`src/rtl/lab_pattern_scheduler_pkg.sv`:
```
// Shared types for the pattern scheduler: pattern and scheduler-state enums
// plus the note-to-pattern mapping.
package lab_pattern_pkg;

  typedef enum logic [1:0] {
    PAT_GRADIENT,
    PAT_HYPERBOLA,
    PAT_DIAGONAL,
    PAT_QUADRANT
  } pattern_t;

  typedef enum logic [1:0] {
    S_IDLE,
    S_PEND,
    S_HOLD
  } sched_state_t;

  localparam logic [3:0] NOTE_LIMIT = 4'd12;

  function automatic pattern_t note_to_pattern(logic [3:0] idx);
    case (idx % 4'd3)
      4'd0:    note_to_pattern = PAT_GRADIENT;
      4'd1:    note_to_pattern = PAT_HYPERBOLA;
      default: note_to_pattern = PAT_DIAGONAL;
    endcase
  endfunction

endpackage

```
`src/rtl/lab_pattern_scheduler_if.sv`:
```
// Note-recognizer stream into the pattern scheduler: one-cycle valid strobe
// with the recognized note index.
interface lab_pattern_scheduler_if;
  logic       note_vld;
  logic [3:0] note_idx;

  modport master (output note_vld, output note_idx);
  modport slave  (input  note_vld, input  note_idx);
endinterface

```
`src/rtl/lab_pattern_scheduler_tick_gen.sv`:
```
// Animation tick generator: free-running w_tick-bit counter, registered strobe
// high for one cycle each time the counter sits at zero.
module lab_tick_gen #(
  parameter int unsigned w_tick = 20
) (
  input  logic clk_i,
  input  logic rst_i,
  output logic tick_o
);

  localparam logic [w_tick-1:0] ONE = w_tick'(1);

  logic [w_tick-1:0] cnt_q, cnt_d;
  logic              tick_q, tick_d;

  always_comb begin
    cnt_d  = cnt_q + ONE;
    tick_d = (cnt_q == '1);
  end

  always_ff @(posedge clk_i) begin
    if (rst_i) begin
      cnt_q  <= '0;
      tick_q <= 1'b0;
    end else begin
      cnt_q  <= cnt_d;
      tick_q <= tick_d;
    end
  end

  assign tick_o = tick_q;

endmodule

```
`src/rtl/lab_pattern_scheduler.sv`:
```
// Pattern scheduler: confirms notes, commits pattern changes at frame start,
// owns the animation tick and cursors. LAB_PATTERN_AUTO_CYCLE_EN adds idle auto-advance.
//
// state  | meaning
// S_IDLE | no change pending; watching for a confirmed note
// S_PEND | new pattern chosen, waiting for x==0 && y==0
// S_HOLD | pattern just committed; held for hold_ticks anim ticks
module lab_pattern_scheduler
  import lab_pattern_pkg::*;
#(
  parameter int unsigned screen_width  = 640,
  parameter int unsigned screen_height = 480,
  parameter int unsigned w_tick        = 20,
  parameter int unsigned confirm_cnt   = 3,
  parameter int unsigned hold_ticks    = 16,
  parameter int unsigned auto_ticks    = 64,
  parameter int unsigned w_x           = $clog2(screen_width),
  parameter int unsigned w_y           = $clog2(screen_height)
) (
  input  logic                    clk_i,
  input  logic                    rst_i,
  lab_pattern_scheduler_if.slave  note_if,
  input  logic                    in_up_i,
  input  logic                    in_dn_i,
  input  logic [w_x-1:0]          x_i,
  input  logic [w_y-1:0]          y_i,
  output pattern_t                pattern_o,
  output logic                    pattern_chg_o,
  output logic                    anim_tick_o,
  output logic [w_x-1:0]          cnt1_o,
  output logic [w_y-1:0]          cnt2_o
);

  localparam int unsigned w_c = $clog2(confirm_cnt + 1);
  localparam int unsigned w_h = $clog2(hold_ticks + 1);

  localparam logic [w_c-1:0] CONF_C = w_c'(confirm_cnt);
  localparam logic [w_c-1:0] C_ONE  = w_c'(1);
  localparam logic [w_h-1:0] HOLD_C = w_h'(hold_ticks);
  localparam logic [w_h-1:0] H_ONE  = w_h'(1);
  localparam logic [w_x-1:0] X_LAST = w_x'(screen_width - 1);
  localparam logic [w_x-1:0] X_ONE  = w_x'(1);
  localparam logic [w_y-1:0] Y_LAST = w_y'(screen_height - 1);
  localparam logic [w_y-1:0] Y_MID  = w_y'(screen_height / 2);
  localparam logic [w_y-1:0] Y_ONE  = w_y'(1);

  sched_state_t   state_q, state_d;
  pattern_t       pattern_q, pattern_d;
  pattern_t       pend_q, pend_d;
  logic           chg_q, chg_d;
  logic [w_h-1:0] hold_q, hold_d;
  logic [3:0]     cand_note_q, cand_note_d;
  logic [w_c-1:0] cand_cnt_q, cand_cnt_d;
  logic [w_x-1:0] cnt1_q, cnt1_d;
  logic [w_y-1:0] cnt2_q, cnt2_d;

  logic     anim_tick;
  logic     note_ok;
  logic     confirm;
  logic     frame_start;
  logic     commit;
  logic     auto_fire;
  pattern_t conf_pat;

  lab_tick_gen #(.w_tick(w_tick)) u_tick (
    .clk_i  (clk_i),
    .rst_i  (rst_i),
    .tick_o (anim_tick)
  );

  assign note_ok     = note_if.note_vld && (note_if.note_idx < NOTE_LIMIT);
  assign conf_pat    = note_to_pattern(note_if.note_idx);
  assign frame_start = (x_i == '0) && (y_i == '0);

  // Candidate tracking runs regardless of FSM state; a saturated run keeps confirming.
  always_comb begin
    cand_note_d = cand_note_q;
    cand_cnt_d  = cand_cnt_q;
    if (note_ok) begin
      if (note_if.note_idx == cand_note_q) begin
        if (cand_cnt_q != CONF_C) cand_cnt_d = cand_cnt_q + C_ONE;
      end else begin
        cand_note_d = note_if.note_idx;
        cand_cnt_d  = C_ONE;
      end
    end
  end

  assign confirm = note_ok && (cand_cnt_d == CONF_C);

`ifdef LAB_PATTERN_AUTO_CYCLE_EN
  localparam int unsigned w_i = $clog2(auto_ticks + 1);
  localparam logic [w_i-1:0] I_LAST = w_i'(auto_ticks - 1);
  localparam logic [w_i-1:0] I_ONE  = w_i'(1);

  logic [w_i-1:0] idle_q, idle_d;

  always_comb begin
    idle_d    = idle_q;
    auto_fire = 1'b0;
    if (state_q != S_IDLE || note_ok) begin
      idle_d = '0;
    end else if (anim_tick) begin
      if (idle_q == I_LAST) begin
        idle_d    = '0;
        auto_fire = 1'b1;
      end else begin
        idle_d = idle_q + I_ONE;
      end
    end
  end

  always_ff @(posedge clk_i) begin
    if (rst_i) idle_q <= '0;
    else       idle_q <= idle_d;
  end
`else
  assign auto_fire = 1'b0;
`endif

  always_comb begin
    state_d   = state_q;
    pattern_d = pattern_q;
    pend_d    = pend_q;
    hold_d    = hold_q;
    chg_d     = 1'b0;
    commit    = 1'b0;
    case (state_q)
      S_IDLE: begin
        if (confirm && conf_pat != pattern_q) begin
          pend_d  = conf_pat;
          state_d = S_PEND;
        end else if (auto_fire) begin
          pend_d  = pattern_t'(pattern_q + 2'd1);
          state_d = S_PEND;
        end
      end
      S_PEND: begin
        // A later confirmation replaces the pending choice; one matching the
        // live pattern cancels the change altogether.
        if (confirm) pend_d = conf_pat;
        if (confirm && conf_pat == pattern_q) begin
          state_d = S_IDLE;
        end else if (frame_start) begin
          pattern_d = pend_d;
          chg_d     = 1'b1;
          hold_d    = HOLD_C;
          commit    = 1'b1;
          state_d   = S_HOLD;
        end
      end
      S_HOLD: begin
        if (hold_q == '0) begin
          state_d = S_IDLE;
        end else if (anim_tick) begin
          hold_d = hold_q - H_ONE;
          if (hold_q == H_ONE) state_d = S_IDLE;
        end
      end
      default: state_d = S_IDLE;
    endcase
  end

  always_comb begin
    cnt1_d = cnt1_q;
    cnt2_d = cnt2_q;
    if (anim_tick) begin
      cnt1_d = (cnt1_q == X_LAST) ? '0 : cnt1_q + X_ONE;
      if (cnt2_q == '0 || cnt2_q == Y_LAST) cnt2_d = Y_MID;
      else if (in_up_i && !in_dn_i)         cnt2_d = cnt2_q + Y_ONE;
      else if (in_dn_i && !in_up_i)         cnt2_d = cnt2_q - Y_ONE;
    end
    if (commit) cnt1_d = '0;
  end

  always_ff @(posedge clk_i) begin
    if (rst_i) begin
      state_q     <= S_IDLE;
      pattern_q   <= PAT_QUADRANT;
      pend_q      <= PAT_QUADRANT;
      chg_q       <= 1'b0;
      hold_q      <= '0;
      cand_note_q <= '0;
      cand_cnt_q  <= '0;
      cnt1_q      <= '0;
      cnt2_q      <= Y_MID;
    end else begin
      state_q     <= state_d;
      pattern_q   <= pattern_d;
      pend_q      <= pend_d;
      chg_q       <= chg_d;
      hold_q      <= hold_d;
      cand_note_q <= cand_note_d;
      cand_cnt_q  <= cand_cnt_d;
      cnt1_q      <= cnt1_d;
      cnt2_q      <= cnt2_d;
    end
  end

  assign pattern_o     = pattern_q;
  assign pattern_chg_o = chg_q;
  assign anim_tick_o   = anim_tick;
  assign cnt1_o        = cnt1_q;
  assign cnt2_o        = cnt2_q;

endmodule

```
`src/flat_wrapper.sv`:
```
// flat-port wrapper written by rule: the top's interface ports become plain ports
module lab_pattern_scheduler_flat import lab_pattern_pkg::*;
#(
  parameter int unsigned screen_width  = 640,
  parameter int unsigned screen_height = 480,
  parameter int unsigned w_tick        = 20,
  parameter int unsigned confirm_cnt   = 3,
  parameter int unsigned hold_ticks    = 16,
  parameter int unsigned auto_ticks    = 64,
  parameter int unsigned w_x           = $clog2(screen_width),
  parameter int unsigned w_y           = $clog2(screen_height)
)
  (clk_i, rst_i, in_up_i, in_dn_i, x_i, y_i, pattern_o, pattern_chg_o, anim_tick_o, cnt1_o, cnt2_o, note_if_note_vld, note_if_note_idx);
  lab_pattern_scheduler_if note_if_i ();
  input  logic clk_i;
  input  logic rst_i;
  input  logic in_up_i;
  input  logic in_dn_i;
  input  logic [w_x-1:0] x_i;
  input  logic [w_y-1:0] y_i;
  output pattern_t pattern_o;
  output logic pattern_chg_o;
  output logic anim_tick_o;
  output logic [w_x-1:0] cnt1_o;
  output logic [w_y-1:0] cnt2_o;
  input wire logic [$bits(note_if_i.note_vld)-1:0] note_if_note_vld;
  input wire logic [$bits(note_if_i.note_idx)-1:0] note_if_note_idx;
  assign note_if_i.note_vld = note_if_note_vld;
  assign note_if_i.note_idx = note_if_note_idx;
  lab_pattern_scheduler #(.screen_width(screen_width), .screen_height(screen_height), .w_tick(w_tick), .confirm_cnt(confirm_cnt), .hold_ticks(hold_ticks), .auto_ticks(auto_ticks), .w_x(w_x), .w_y(w_y)) u_core (.clk_i(clk_i), .rst_i(rst_i), .note_if(note_if_i), .in_up_i(in_up_i), .in_dn_i(in_dn_i), .x_i(x_i), .y_i(y_i), .pattern_o(pattern_o), .pattern_chg_o(pattern_chg_o), .anim_tick_o(anim_tick_o), .cnt1_o(cnt1_o), .cnt2_o(cnt2_o));
endmodule
```
`config.mk`:
```
export PLATFORM = sky130hd
export DESIGN_NAME = lab_pattern_scheduler_flat
export DESIGN_NICKNAME = d
export VERILOG_FILES = /design/src/rtl/lab_pattern_scheduler_pkg.sv /design/src/rtl/lab_pattern_scheduler_if.sv /design/src/rtl/lab_pattern_scheduler_tick_gen.sv /design/src/rtl/lab_pattern_scheduler.sv /design/src/flat_wrapper.sv
export SDC_FILE = /design/constraint.sdc
export NUM_CORES = 1
export LEC_CHECK = 0
export CORE_MARGIN = 3
export CORE_UTILIZATION = 50
export CTS_CLUSTER_DIAMETER = 120
export DETAILED_ROUTE_END_ITERATION = 8
export DONT_BUFFER_PORTS = 1
export GPL_TIMING_DRIVEN = 0
export PLACE_DENSITY_LB_ADDON = 0.08
export RECOVER_POWER = 25
export REMOVE_ABC_BUFFERS = 1
export SLEW_MARGIN = 10
export SYNTH_ARGS = -nofsm -noshare
export SYNTH_HDL_FRONTEND = slang
export SYNTH_SLANG_ARGS = --single-unit
```
`constraint.sdc`:
```
create_clock -name clk_i -period 3.3 [get_ports clk_i]
set_clock_uncertainty 0.1 [all_clocks]
set_input_delay 0.33 -clock clk_i [delete_from_list [all_inputs] [get_ports clk_i]]
set_output_delay 0.33 -clock clk_i [all_outputs]
set_load 0.1 [all_outputs]
```
; ---- Word level (Yosys, flattened, before mapping)
; Index checks and enable logic that the tools add are counted.
[word_totals]
register_bits = 58
inputBits = 28
[op_classes]
n_reduce_logical = 26
bitwise = 2
n_div = 1
n_addsub = 6
n_mux = 26
n_eq_ne = 20
n_lt_le_gt_ge = 1
[op_table]
columns = op, count
row1 = $mux W9, 3
row2 = $mux W2, 11
row3 = $add A20 B1 Y20 const B, 1
row4 = $eq A20 B20 Y1 const B, 1
row5 = $mux W5, 4
row6 = $logic_not A9 Y1, 2
row7 = $add A10 B1 Y10 const B, 1
row8 = $eq A10 B10 Y1 const B, 1
row9 = $logic_not A10 Y1, 1
row10 = $mux W10, 1
row11 = $pmux W5 S2, 1
row12 = $add A9 B1 Y9 const B, 1
row13 = $eq A9 B9 Y1 const B, 1
row14 = $sub A9 B1 Y9 const B, 1
row15 = $ne A2 B2 Y1 const B, 4
row16 = $pmux W2 S2, 2
row17 = $logic_and A1 B1 Y1, 7
row18 = $ne A3 B1 Y1 const B, 2
row19 = $pmux W2 S3, 1
row20 = $reduce_and A2 Y1, 3
row21 = $eq A5 B1 Y1 const B, 1
row22 = $logic_not A5 Y1, 1
row23 = $reduce_and A5 Y1, 1
row24 = $sub A5 B1 Y5 const B, 1
row25 = 22 further kinds, 29

; ---- Logic depth before layout (Yosys ltp)
[logic_depth]
word_depth = 10
depth_mapped = 17

; ---- Cells and area by module
; Synthesis repeated with hierarchy kept, for this count alone.
[unflattened]
hier_cells = 395
hier_area_um2 = 3485.8
[by_module_without_submodules]
columns = module, seq_area_each_um2, cells_each, instances, area_each_um2
row1 = lab_pattern_scheduler, 740.7, 295, 1, 2586.2
row2 = lab_tick_gen, 420.4, 100, 1, 899.6

; ---- Worst setup path before layout
; No wires, ideal clock.
[synth_timing]
path_kind = input -> register
from = input port note_if_note_idx[3]
to = register u_core.cnt1_q[7] (netlist: u_core.cnt1_o[7])
setup_slack_ns = 0.043
setup_time_ns = 0.074
stages = 16
n_path_buf = 3
arrival_time_ns = 3.083
path_cell_list = nand2b_1 buf_6 inv_1 ha_1 inv_1 ha_1 buf_2 o21ai_1 mux2i_1 ha_1 or4_1 o21ai_2 mux2i_1 o31a_1 buf_6 nor3_2
[synth_via]
elab_chain_cells = 9
[synth_lines]
columns = element, line_no
row1 = "start, declared", flat_wrapper.sv:27  ; input wire logic [$bits(note_if_i.note_idx)-1:0] note_if_note_idx;
row2 = "parallel branches: the longest is 5 deep, another holds $mod A4 B2 Y4", --
row3 = $logic_and A1 B1 Y1 *, lab_pattern_scheduler.sv:142  ; if (confirm && conf_pat == pattern_q) begin
row4 = $mux W1 *, lab_pattern_scheduler.sv:142
row5 = $mux W1 *, lab_pattern_scheduler.sv:128  ; case (state_q)
row6 = $reduce_or A2 Y1 (no line) *, --
row7 = "end signal, assigned", lab_pattern_scheduler.sv:195  ; cnt1_q <= cnt1_d;
row8 = "end, declared", lab_pattern_scheduler.sv:54  ; logic [w_x-1:0] cnt1_q, cnt1_d;
; Mark *: on every way between the ends.
; A chain may end at the register's enable or synchronous reset.

; ---- Worst setup path after layout
[layout_timing]
from = input port note_if_note_idx[3]
to = register u_core.pend_q[1]
[layout_via]
elab_chain_cells = 8
[layout_lines]
columns = element, line_no
row1 = "parallel branches: the longest is 8 deep, another holds $mod A4 B2 Y4", --
row2 = "end signal, assigned", lab_pattern_scheduler.sv:190  ; pend_q <= pend_d;
row3 = "end, declared", lab_pattern_scheduler.sv:49  ; pattern_t pend_q, pend_d;
; Several ways; the timed one is not identified. The select of a mux whose other input is x is not followed.

==> flow_metrics.tcl <==
set metrics [dict create \
    status "finished, final reports clean" \
    path_class "primary input to flip-flop" \
    drc 0 \
    fmax_mhz 329 \
    final_hold_viol_count 0 \
    h-tree-depth 3 \
    synth-simple-area-share_pct 27.5 \
    maxCapViolCount 0 \
    hold_path.class "primary input to flip-flop" \
    grt_overflow 0 \
    post_dp_cell_area_mm2 0.00334 \
    synth_seq_cells 58 \
    critPathLaunchType "primary input" \
    synthAdderAreaFrac_pct 6.65 \
    yosysTopAreaCell "dfxtp_1" \
    drtIter0Drc 68 \
    place_ws_ps -606 \
    crit_buf_inv 2 \
    maxSlewHeadroom_pct 17.2 \
    setup_ws_ps 265 \
    async_flop_share_pct 0 \
    synth_warnings 0 \
    seq_area_frac_synth_pct 35.1 \
    cts.clk_slew.worst_paths_ps 70 \
    fin_cells 480 \
    power.leakage_nw 1.29 \
    numCtsBuffers 9 \
    fp.coreArea_mm2 0.00639 \
    clk_latency_ps 340 \
    dieArea_mm2 0.00763 \
    synth.cell_area_mm2 0.00331 \
    vias 2796 \
    synth.area.top_cells "dfxtp_1 35%, ha_1 6.0%, xnor2_1 5.8%" \
    die_h_um 87.4 \
    worstPathArrival_ps 3200 \
    grt_pass1_vias 2616 \
    cts.sinks 58 \
    synth_edf_count 0 \
    floorplan.initialDensity_pct 51.8 \
    fill_cells 599 \
    cp_cell_sequence "nand2b_2 > inv_1 > ha_1 > inv_1 > ha_4 > o21ai_1 > mux2i_1 > ha_1 > or4_1 > o211ai_1 > xnor2_1 > o2111ai_1 > mux2i_1" \
    report.final.slew_viol_count 0 \
    cp_max_fo 14 \
    rsz0062_at_grt "no" \
    synth-xor-area-share_pct 10.1 \
    power_mw 1.42 \
    grt_use_total_pct 19.4 \
    worst_slew_pin_slew_ps 1240 \
    fin_area_mm2 0.00356 \
    via_per_inst 5.83 \
    synth.area.mux_share_pct 2.12 \
    cts-root-buf "clkbuf_8" \
    critPathMaxStageDelay_ps 520 \
    area_delta_synth_final_pct 7.52 \
    pin_count 51 \
    critPathTopFamily "compound AO/OA/AOI/OAI gates" \
    register_area_mm2 0.00117 \
    endpoint_kind "flip-flop" \
    numPortBuffers 0 \
    setup_viol 0 \
    drtPass1Iterations 5 \
    grt_pass1_wl_mm 11.8 \
    die_w_um 87.4 \
    vdd_drop_max_uv 271 \
    multi_input_area_mm2 0.00205 \
    route.detailed.wl_per_inst_um 14.4 \
    postSynthAreaPerCell_um2 8.30 \
    synth_cell_types 55 \
    drive_above_1_share_pct 8.93 \
    critPathSlowestCell "or4_1" \
    synth_top_family_by_area "simple AND/OR/NAND/NOR gates" \
    crit_required_ps 3470 \
    grt_max_degree 44 \
    antenna_found_initial 0 \
    synth_compound_gate_area_share_pct 14.7 \
    gp_congestion 0.816 \
    synthFlopType "dfxtp_1" \
    synth_cells 399 \
    totalWireLength_mm 6.90 \
    synth_top_cell_area_share_pct 35.1 \
    powerDensity_mw_per_mm2 398 \
    insertedDiodeCount 0 \
    layout.nets 443 \
    rows 29 \
    cts_tree "built" \
    postCtsSetupBuffers 0 \
    ys_top_cells_by_count "58 x dfxtp_1, 42 x nor2_1, 35 x nand2_1, 26 x a21oi_1, 22 x xnor2_1" \
    finalCritPeriodShare_pct 92.0 \
    yosysMostFrequentCell "dfxtp_1" \
    antenna_left 0 \
    dp_hpwl_mm 4.71 \
    place_inst 463 \
    period_needed_ps 3030 \
    clk_path_buf_depth 2 \
]
-- path summary, 6_finish.rpt --
| path | from | to | slack (ps) | cells after the start |
|---|---|---|---|---|
| worst max-delay path | note_if_note_idx[3] | u_core.pend_q[1] | 270 | 13 |
| worst min-delay path | note_if_note_idx[3] | u_core.cand_note_q[3] | 20 | 2 |
| worst max register to register | u_core.cnt2_o[2] | u_core.cnt2_o[8] | 410 | 8 |
| worst min register to register | u_core.u_tick.cnt_q[0] | u_core.u_tick.cnt_q[0] | 360 | 1 |
-- per-layer routing --
| layer | wire, um | share of wire, % | track usage [%] | vias up |
|---|---|---|---|---|
| met1 | 3410 | 49 | 25.3 | 1279 |
| met2 | 2990 | 43 | 30.0 | 73 |
| met5 | 0 | 0 | 0 | - |
| met3 | 357 | 5.2 | 4.26 | 12 |
| met4 | 151 | 2.2 | 9.62 | 0 |
| li1 | - | - | - | 1432 |
-- per-stage QoR --
step                setup TNS, ps  util [%]  hold WS (ps)
finish                          0      55.7          24.1
global route                    0      55.7          17.2
CTS                             0      55.3          13.1
detailed placement          -9060      52.3           309
global placement            -8430      52.3           306
floorplan                   -1470         -           297
-- logic make-up after synthesis --
family / Yosys count
xor gates and xnor gates: 38
and+or+nand+nor: 175
buffers and inverters: 29
AOI/OAI and AO/OA: 75
adders and majority gates: 17
DFF: 58
muxes: 7
-- power by group --
| group | total (mW) | switching (mW) | internal [mW] |
|---|---|---|---|
| sequential | 0.713 | 0.00557 | 0.707 |
| clock | 0.577 | 0.289 | 0.289 |
| combinational | 0.126 | 0.0736 | 0.0524 |
| total | 1.42 | 0.368 | 1.05 |
-- cells in the final DEF (no fill, tap or decap), drive strengths merged, types with 2 or more instances in the layout --
cell       n
a211o      2
a211oi     4
a21o       3
a21oi     26
a31oi      2
and2       3
and3       3
and4       2
clkbuf    11
clkinv     3
clkinvlp   2
dfxtp     58
ha        16
inv       16
mux2i      7
nand2     35
nand2b     4
nand3     20
nand4     12
nor2      42
nor2b      5
nor3      23
nor4       9
o211ai     3
o21ai     14
o21bai     3
o22ai      3
o41ai      2
or2        2
or3        7
or4        3
xnor2     22
xor2      16
-- what timing repair did --
action | in CTS | in global routing
hold buffers | 1 | 0
pin swaps | 0 | 1
endpoints found under the setup margin | 14 | 18
resized for setup | 2 | 7
hold endpoints to repair | 43 | 0
-- sequential cells by signal, summed over array words and instances (netlist names) --
name                  flops
u_core.cand_note_q        4
u_core.state_q            2
u_core.pattern_chg_o      1
u_core.pattern_o          2
u_core.pend_q             2
u_core.cnt2_o             9
u_core.u_tick.cnt_q      20
u_core.cand_cnt_q         2
u_core.hold_q             5
u_core.cnt1_o            10
u_core.u_tick.tick_o      1
-- final cells by class --
| type | instances | share of cell area (%) |
|---|---|---|
| inverter | 16 | 1.69 |
| timing repair buffer | 1 | 0.562 |
| clock inverter | 5 | 0.844 |
| tap | 77 | 2.71 |
| clock buffer | 11 | 3.97 |
| multi-input combinational | 312 | 57.5 |
| sequential | 58 | 32.8 |
Power figures use the tool's default switching activity.
